**config.mk**
```make
export PLATFORM = sky130hd
export DESIGN_NAME = tour_cmd_sched
export DESIGN_NICKNAME = d
export VERILOG_FILES = /design/src/rtl/tour_cmd_sched.sv
export SDC_FILE = /design/constraint.sdc
export NUM_CORES = 1
export LEC_CHECK = 0
export BUFFER_PORTS_ARGS = -buffer_cell sky130_fd_sc_hd__clkbuf_2
export CORE_ASPECT_RATIO = 1.5
export CORE_MARGIN = 8
export CORE_UTILIZATION = 38
export DETAILED_ROUTE_END_ITERATION = 16
export PLACE_DENSITY = 0.77
export SETUP_SLACK_MARGIN = 0.05
export SLEW_MARGIN = 25
export SYNTH_ARGS = -nofsm -noshare
export SYNTH_HDL_FRONTEND = slang
export SYNTH_SLANG_ARGS = --single-unit
```
**constraint.sdc**
```tcl
create_clock -name clk -period 7.7 [get_ports clk]
set_input_delay 1.54 -clock clk [delete_from_list [all_inputs] [get_ports clk]]
set_output_delay 1.54 -clock clk [all_outputs]
set_load 0.03 [all_outputs]
```
**src/rtl/tour_cmd_sched.sv**
```systemverilog
// Knight's tour command scheduler: passes UART commands through when idle and,
// once a tour starts, issues each move as a vertical leg then a horizontal leg.
module tour_cmd_sched #(
  parameter logic [4:0] LAST_MOVE = 5'd23
) (
  input  logic        clk,
  input  logic        rst_n,
  input  logic [15:0] cmd_UART,
  input  logic        cmd_rdy_UART,
  output logic        clr_cmd_rdy_UART,
  input  logic        tour_go,
  input  logic [7:0]  move,
  output logic [4:0]  mv_indx,
  output logic [15:0] cmd,
  output logic        cmd_rdy,
  input  logic        clr_cmd_rdy,
  input  logic        send_resp,
  output logic [7:0]  resp,
  output logic        tour_err
);

  localparam logic [7:0] HDG_N = 8'h00;
  localparam logic [7:0] HDG_S = 8'h7F;
  localparam logic [7:0] HDG_W = 8'h3F;
  localparam logic [7:0] HDG_E = 8'hBF;

  typedef enum logic [2:0] {IDLE, VERT, HOLD_V, HORZ, HOLD_H} state_t;

  state_t      state_q, state_d;
  logic [4:0]  mv_indx_q, mv_indx_d;
  logic        tour_err_q, tour_err_d;

  logic [7:0]  v_hdg, h_hdg;
  logic [2:0]  v_cnt, h_cnt;
  logic        move_ok;
  logic [15:0] leg_v, leg_h;

  always_comb begin
    v_hdg = HDG_N;
    v_cnt = 3'd0;
    h_hdg = HDG_N;
    h_cnt = 3'd0;
    case (move)
      8'h01: begin v_hdg = HDG_N; v_cnt = 3'd2; h_hdg = HDG_E; h_cnt = 3'd1; end
      8'h02: begin v_hdg = HDG_N; v_cnt = 3'd2; h_hdg = HDG_W; h_cnt = 3'd1; end
      8'h04: begin v_hdg = HDG_N; v_cnt = 3'd1; h_hdg = HDG_W; h_cnt = 3'd2; end
      8'h08: begin v_hdg = HDG_S; v_cnt = 3'd1; h_hdg = HDG_W; h_cnt = 3'd2; end
      8'h10: begin v_hdg = HDG_S; v_cnt = 3'd2; h_hdg = HDG_W; h_cnt = 3'd1; end
      8'h20: begin v_hdg = HDG_S; v_cnt = 3'd2; h_hdg = HDG_E; h_cnt = 3'd1; end
      8'h40: begin v_hdg = HDG_S; v_cnt = 3'd1; h_hdg = HDG_E; h_cnt = 3'd2; end
      8'h80: begin v_hdg = HDG_N; v_cnt = 3'd1; h_hdg = HDG_E; h_cnt = 3'd2; end
      default: ;
    endcase
  end

  assign move_ok = $onehot(move);
  assign leg_v   = {4'h4, v_hdg, 1'b0, v_cnt};
  assign leg_h   = {4'h5, h_hdg, 1'b0, h_cnt};

  always_comb begin
    state_d          = state_q;
    mv_indx_d        = mv_indx_q;
    tour_err_d       = 1'b0;
    cmd              = leg_v;
    cmd_rdy          = 1'b0;
    clr_cmd_rdy_UART = 1'b0;
    resp             = 8'h5A;
    case (state_q)
      IDLE: begin
        cmd              = cmd_UART;
        cmd_rdy          = cmd_rdy_UART;
        clr_cmd_rdy_UART = clr_cmd_rdy;
        resp             = 8'hA5;
        if (tour_go) begin
          mv_indx_d = '0;
          state_d   = VERT;
        end
      end
      VERT: begin
        // A bad move code is never offered to cmd_proc; the tour aborts instead.
        cmd_rdy = move_ok;
        if (!move_ok) begin
          tour_err_d = 1'b1;
          state_d    = IDLE;
        end else if (clr_cmd_rdy) begin
          state_d = HOLD_V;
        end
      end
      HOLD_V: begin
        if (send_resp) state_d = HORZ;
      end
      HORZ: begin
        cmd     = leg_h;
        cmd_rdy = 1'b1;
        if (clr_cmd_rdy) state_d = HOLD_H;
      end
      HOLD_H: begin
        cmd = leg_h;
        if (mv_indx_q == LAST_MOVE) resp = 8'hA5;
        if (send_resp) begin
          if (mv_indx_q == LAST_MOVE) begin
            state_d = IDLE;
          end else begin
            mv_indx_d = mv_indx_q + 5'd1;
            state_d   = VERT;
          end
        end
      end
      default: state_d = IDLE;
    endcase
  end

  always_ff @(posedge clk) begin
    if (!rst_n) begin
      state_q    <= IDLE;
      mv_indx_q  <= '0;
      tour_err_q <= 1'b0;
    end else begin
      state_q    <= state_d;
      mv_indx_q  <= mv_indx_d;
      tour_err_q <= tour_err_d;
    end
  end

  assign mv_indx  = mv_indx_q;
  assign tour_err = tour_err_q;

endmodule

```
* Yosys cells after proc, flatten, opt, wreduce, memory -nomap -nowiden
Index checks and enable logic that the tools add are counted.
** Storage, ports and cells
- Bits in registers :: 9
- Logic and storage cells :: 64
** Operators by class
- Add/subtract/negate cells :: 8
- Eq/ne operators :: 20
- Muxes and demuxes :: 22
- Reductions and logical operators :: 11
** Operators by type and width (number)
- 16-bit one-hot mux with 2 select lines :: 1
- 8-bit one-hot mux with 2 select lines :: 2
- 4-bit OR reduction :: 5
- 3-bit 2-to-1 mux :: 6
- 5-bit 2-to-1 mux :: 3
- 3-bit one-hot mux with 5 select lines :: 1
- 2-bit inequality test, second input constant :: 5
- 5-bit one-hot mux with 2 select lines :: 1
- 1-bit by 1-bit adder with 2-bit output :: 4
- 8-bit by 1-bit equality test with 1-bit output, second input constant :: 1
- 8-bit by 2-bit equality test with 1-bit output, second input constant :: 1
- 8-bit by 3-bit equality test with 1-bit output, second input constant :: 1
- 8-bit by 4-bit equality test with 1-bit output, second input constant :: 1
- 8-bit by 5-bit equality test with 1-bit output, second input constant :: 1
- 8-bit by 6-bit equality test with 1-bit output, second input constant :: 1
- 8-bit by 7-bit equality test with 1-bit output, second input constant :: 1
- 8-bit equality test, second input constant :: 1
- 8-bit 2-to-1 mux :: 1
- 2-bit one-hot mux with 2 select lines :: 2
- 7-bit 2-to-1 mux :: 1
- 2-bit by 2-bit adder with 3-bit output :: 2
- 3-bit by 2-bit equality test with 1-bit output, second input constant :: 2
- 5-bit by 1-bit adder with 5-bit output, second input constant :: 1
- 5-bit equality test, second input constant :: 1
- 13 further kinds :: 15

* Depth between registers and ports, before layout
Gate-level depths: netlist (run 1).
- Depth in word-level cells :: 6
- Depth in mapped cells :: 13
- Gate-level depth less buffers :: 13

* Worst setup path before layout (run 1)
OpenSTA, ideal clock, no wires.
- Path kind :: input -> output
- From :: input move[0]
- To :: output cmd_rdy
- Arrival :: 4.706 ns
- Data required time :: 6.160 ns
- Slack :: 1.454 ns
- Stages :: 13
- Cell sequence :: inv_1 -> fa_1 -> fa_1 -> fa_1 -> inv_1 -> ha_1 -> inv_1 -> fa_1 -> a211oi_1 -> mux2i_1 -> nor2_1 -> o21ai_0 -> a21oi_1
** Between the ends
- Cells in the longest elaborated chain, start to end :: 5
** RTL lines
- from (decl) :: RTL line 12 : input logic [7:0] move,
- 1-bit by 1-bit adder with 2-bit output (not written as such) :: RTL line 56 : assign move_ok = $onehot(move);
- 2-bit by 2-bit adder with 3-bit output (not written as such) :: RTL line 56
- 3-bit by 3-bit adder with 4-bit output (not written as such) :: RTL line 56
- 4-bit by 1-bit equality test with 1-bit output :: RTL line 56
- 1-bit one-hot mux with 3 select lines :: RTL line 68 : case (state_q)
- to (decl) :: RTL line 15 : output logic cmd_rdy,
No other way between the ends.

* Worst setup path in the final report (run 1)
- From :: input move[3]
- To :: output cmd_rdy
The elaborated chain is that of the path after synthesis.

==> results_dict.tcl, run 1 <==
set metrics [dict create \
    status "finished clean" \
    postSynthCellCount 162 \
    synth_fa_ha_area_share_pct 13.3 \
    wl_met2_mm 1.53 \
    clk_latency_ns 0.24 \
    ys_ff_latch 9 \
    drc 0 \
    slew_violations 0 \
    track_usage_pct 12.6 \
    wl_per_cell_um 13.3 \
    dieWidth_um 63.0 \
    nets 253 \
    ys_seq_area_share_pct 14.3 \
    synth_cell_types 48 \
    die_y_um 86.5 \
    path_class "input port to output pin" \
    holdBufCountCts 0 \
    endpoint_kind "output pin" \
    die_area_um2 5440 \
    timing.critical_path.from_type "input port" \
    h-tree-depth 1 \
    core_um2 3160 \
    crit_chain "clkbuf_2 > inv_1 > fa_1 > fa_1 > fa_1 > inv_1 > ha_1 > inv_1 > fa_1 > a211oi_1 > mux2i_1 > nor2_1 > o21ai_0 > a21oi_1 > clkbuf_2" \
    n_fill_cell 329 \
    syn_area_per_cell_um2 7.76 \
    drt-met1-wl_mm 1.38 \
    post-cts-setup-buffers 0 \
    postCtsResizedCells 0 \
    synthMuxAreaShare_pct 3.18 \
    grt_remaining_overflow 0 \
    first_pass_iters 4 \
    async_flop_share_pct 0 \
    min_period_over_period_pct 83.1 \
    ir_worst_vdd_uv 106 \
    slowest_delay_ns 0.51 \
    cts_num_sinks 9 \
    syn_area_um2 1260 \
    worst_clock_skew_ns 0.00300 \
    synth_fp_nets 203 \
    globalplace.congestion 0.831 \
    hold_violations 0 \
    synth_top_family_by_area "simple AND/OR/NAND/NOR gates" \
    vias 1315 \
    regArea_um2 180 \
    synthFlopType "dfxtp_1" \
    hold_path.class "flip-flop to flip-flop" \
    antenna_found_initial 0 \
    fin_crit_ns 6.40 \
    pin_count 62 \
    synth_compound_area_share_pct 20.3 \
    multi_input_area_um2 887 \
    max-cap-violations 0 \
    grt_max_degree 19 \
    yosys_warnings 0 \
    ant_nets 0 \
    clockRootBuffer "clkbuf_8" \
    via_per_inst 5.24 \
    diodes 0 \
    grt_first_pass_wirelength_mm 5.79 \
    wl_met3_um 327 \
    setup_violations 0 \
    drt-initial-drc-count 55 \
    critPathRequiredTime_ns 6.16 \
    drive_gt1_share_pct 35.5 \
    crit_arrival_ns 4.86 \
    grt_setup_unrepaired "false" \
    slowest_stage "fa_1" \
    routed.top_layer "met4" \
    cts_made_buffers 3 \
    p_leak_nw 0.806 \
    hold-worst-slack_ns 0.529 \
    start_util_pct 39.8 \
    routed_wirelength_mm 3.35 \
    first_global_vias 1313 \
    clockBufferDepth 2 \
    worst-path-max-fanout 6 \
    synth_edf_count 0 \
    rows 25 \
    clkSlewWorstSetupHoldPaths_ns 0.05 \
    powerDensity_nw_per_um2 157 \
    tightest_slew_ns 0.649 \
    max_freq_mhz 156 \
    max_slew_margin_pct 56.7 \
    cts_tree "yes" \
    fin_tns_setup_ns 0 \
    synthSimpleGateAreaFrac_pct 30.2 \
    syn_to_final_growth_pct 21.5 \
    synth_xor_area_share_pct 3.48 \
    io_buffers 61 \
    cpMostUsedCell "fa_1" \
    dp_hpwl_mm 2.75 \
]
[synth_stat cells (all sizes together) (2+ instances only)]
library cell	number	share of area, %
nor3	4	1.6
ha	7	7.0
buf	9	6.3
inv	16	4.8
clkbuf	6	2.6
nor4	2	1.5
nor2b	3	1.5
xor2	5	3.5
a21oi	5	2.0
nor4b	3	3.1
a21o	6	3.6
a211oi	2	1.2
and3	9	4.6
dfxtp	9	14
mux2i	4	3.2
nand3b	2	1.2
a31oi	2	0.99
nand2	21	6.5
o21ai	5	2.0
fa	4	6.4
nand4	2	0.99
nand3	5	2.0
nor2	13	4.3
[power breakdown]
group,internal [mW],switching (mW),total (mW)
Clock,0.0363,0.0210,0.0573
Sequential,0.0483,0.00288,0.0512
Combinational,0.0435,0.0884,0.132
[cell families (layout without fill, tap and decap cells)]
| family | after synthesis | count (layout) |
|---|---|---|
| fa+ha+maj | 11 | 11 |
| simple gates | 69 | 69 |
| buf+inv | 32 | 81 |
| xor+xnor | 5 | 5 |
| flops | 9 | 9 |
| compound gates | 32 | 32 |
| mux | 4 | 4 |
[layer usage]
metal | GRT usage [%] | up-vias
met5 | 0 | -
met4 | 7.08 | 0
met3 | 4.39 | 9
met2 | 21.6 | 58
met1 | 13.0 | 586
li1 | - | 662
[layout make-up]
cell class	count	area share, %
Clock buffer	4	2.95
Multi-Input combinational cell	121	58.1
Tap cell	40	3.28
Timing Repair Buffer	61	20.0
Inverter	16	3.93
Sequential cell	9	11.8
[critical path: cells and delay by family]
| kind | cells | cell delay [ns] |
|---|---|---|
| simple gates | 1 | 0.21 |
| fa+ha+maj | 5 | 1.90 |
| buf+inv | 5 | 0.62 |
| mux | 1 | 0.10 |
| compound gates | 3 | 0.50 |
[cells in the final DEF (no fill, tap or decap), types with 6 or more instances in the layout]
master / instances
inv_1: 16
nor2_1: 11
clkbuf_2: 61
dfxtp_1: 9
nand2_1: 20
and3_1: 8
a21o_1: 6
ha_1: 7
[flip-flops by register name, summed over array words and instances (netlist names)]
register  cells
mv_indx       5
state_q       3
tour_err      1
[through the flow]
stage                     area, um2  setup slack (ns)  std cells  power [mW]  util, %
after floorplan                1260              1.45        162       0.158        -
after global placement         1480              1.36        247       0.183     46.9
after detailed placement       1480              1.28        247       0.185     46.9
after CTS                      1530              1.27        251       0.243     48.4
after global routing           1530              1.09        251       0.258     48.4
final                          1530              1.30        251       0.240     48.4
[worst paths after layout]
kind | from | end | slack [ns] | cells after the start
max | move[3] | cmd_rdy | 1.30 | 15
min | mv_indx[1] | mv_indx[1] | 0.53 | 2
max reg2reg | state_q[2] | state_q[0] | 6.07 | 5
min reg2reg | mv_indx[1] | mv_indx[1] | 0.53 | 2
(Power assumes the default switching activity.)
==> run 2: changes to the inputs <==
Clock period 7.7 ns to 6.55 ns, I/O delays scaled along.
==> run 2 against run 1 <==
Sequential power grew 17%; hold slack gained 0.0084 ns; sequential share of layout area is the same; flip-flop and latch count is the same; total power grew 17%; clock skew shrank 0.00079 ns.
==> results_dict.tcl, run 2 (synthesized netlist as in run 1, its figures left out) <==
set metrics [dict create \
    clockBufferDepth 2 \
    start_util_pct 39.8 \
    rows 25 \
    critical_path.top_delay_family "adder cells" \
    slowest_stage "fa_1" \
    tightest_slew_ns 0.685 \
    cpMostUsedCell "fa_1" \
    clk_latency_ns 0.23 \
    track_usage_pct 12.5 \
    post-cts-setup-buffers 0 \
    fin_crit_ns 5.93 \
    worst-path-max-fanout 6 \
    cp_num_buf_inv 5 \
    die_area_um2 5440 \
    holdBufCountCts 0 \
    grt_remaining_overflow 0 \
    crit_chain "clkbuf_2 > inv_1 > fa_1 > fa_1 > fa_1 > inv_1 > ha_1 > inv_1 > fa_1 > a211oi_1 > mux2i_1 > nor2_1 > o21ai_0 > a21oi_1 > clkbuf_2" \
    slowest_delay_ns 0.51 \
    clkSlewWorstSetupHoldPaths_ns 0.04 \
    ant_nets 0 \
    critPathRequiredTime_ns 5.24 \
    dp_hpwl_mm 2.73 \
    hold_violations 0 \
    status "finished clean" \
    wl_per_cell_um 13.3 \
    first_pass_iters 4 \
    cts_made_buffers 3 \
    drive_gt1_share_pct 35.5 \
    drc 0 \
    grt_setup_unrepaired "false" \
    max-cap-violations 0 \
    routed_wirelength_mm 3.33 \
    hold-worst-slack_ns 0.537 \
    worst_clock_skew_ns 0.00221 \
    hold_path.class "flip-flop to flip-flop" \
    vias 1308 \
    multi_input_area_um2 887 \
    dieWidth_um 63.0 \
    via_per_inst 5.21 \
    max_freq_mhz 169 \
    h-tree-depth 1 \
    cts_num_sinks 9 \
    pin_count 62 \
    largest_reg_flops 5 \
    first_global_vias 1332 \
    core_um2 3160 \
    n_fill_cell 334 \
    regArea_um2 180 \
    path_class "input port to output pin" \
    max_slew_margin_pct 54.3 \
    slew_violations 0 \
    clockRootBuffer "clkbuf_8" \
    fin_tns_setup_ns 0 \
    layout_commonest_cell "clkbuf_2" \
    io_buffers 61 \
    nets 253 \
    crit_arrival_ns 4.62 \
    powerDensity_nw_per_um2 184 \
    diodes 0 \
    grt_first_pass_wirelength_mm 5.86 \
    globalplace.congestion 0.831 \
    endpoint_kind "output pin" \
    grt_max_degree 19 \
    die_y_um 86.5 \
    p_leak_nw 0.806 \
    timing.critical_path.from_type "input port" \
    cts_tree "yes" \
    setup_violations 0 \
    drt-initial-drc-count 55 \
    syn_to_final_growth_pct 21.5 \
    ir_worst_vdd_uv 126 \
    postCtsResizedCells 0 \
    rrSetupSlack_ns 4.88 \
    antenna_found_initial 0 \
    min_period_over_period_pct 90.5 \
    layout_common_cells "61 x clkbuf_2, 20 x nand2_1, 16 x inv_1" \
]
==> run 2: cell counts in the layout (fill, tap and decap cells not counted) <==
Identical to the previous run, type by type.
==> run 2: per-layer routing <==
layer  part of all wire [%]  global-route usage (%)  routed length (um)
met5                      0                       0                   0
met1                     40                    13.6                1340
met4                    2.4                    5.42                  80
met2                     48                    21.5                1610
met3                    8.8                    4.00                 293
==> run 2: final timing paths <==
kind,from,to,cells past startpoint
setup / recovery,move[3],cmd_rdy,15
setup reg to reg,state_q[2],state_q[0],5
hold reg to reg,mv_indx[1],mv_indx[1],2
hold / removal,mv_indx[1],mv_indx[1],2
==> run 2: final cells by class <==
type                            count  area share [%]
Clock buffer                        4            2.95
Inverter                           16            3.93
Multi-Input combinational cell    121            58.1
Sequential cell                     9            11.8
Tap cell                           40            3.28
Timing Repair Buffer               61            20.0
==> run 2: power breakdown <==
group	switching (mW)	internal [mW]	leakage, nW
Combinational	0.104	0.0511	0.710
Clock	0.0228	0.0425	0.0228
Sequential	0.00317	0.0568	0.0730
==> run 2: worst reg2reg max path: stages (launching register included) <==
cell	delay [ns]
dfxtp_1	0.69
inv_1	0.31
nor3_1	0.24
a21oi_1	0.06
o21ai_0	0.19
nor2_1	0.07
==> run 2: metrics by stage <==
stage          utilization, %  setup WS (ns)  power (mW)  cell area [um2]  std cells
2_1_floorplan               -          0.764       0.186             1260        162
3_3_place_gp             46.9          0.670       0.215             1480        247
3_5_place_dp             46.9          0.593       0.218             1480        247
4_1_cts                  48.4          0.588       0.284             1530        251
5_1_grt                  48.4          0.400       0.302             1530        251
6_report                 48.4          0.624       0.280             1530        251
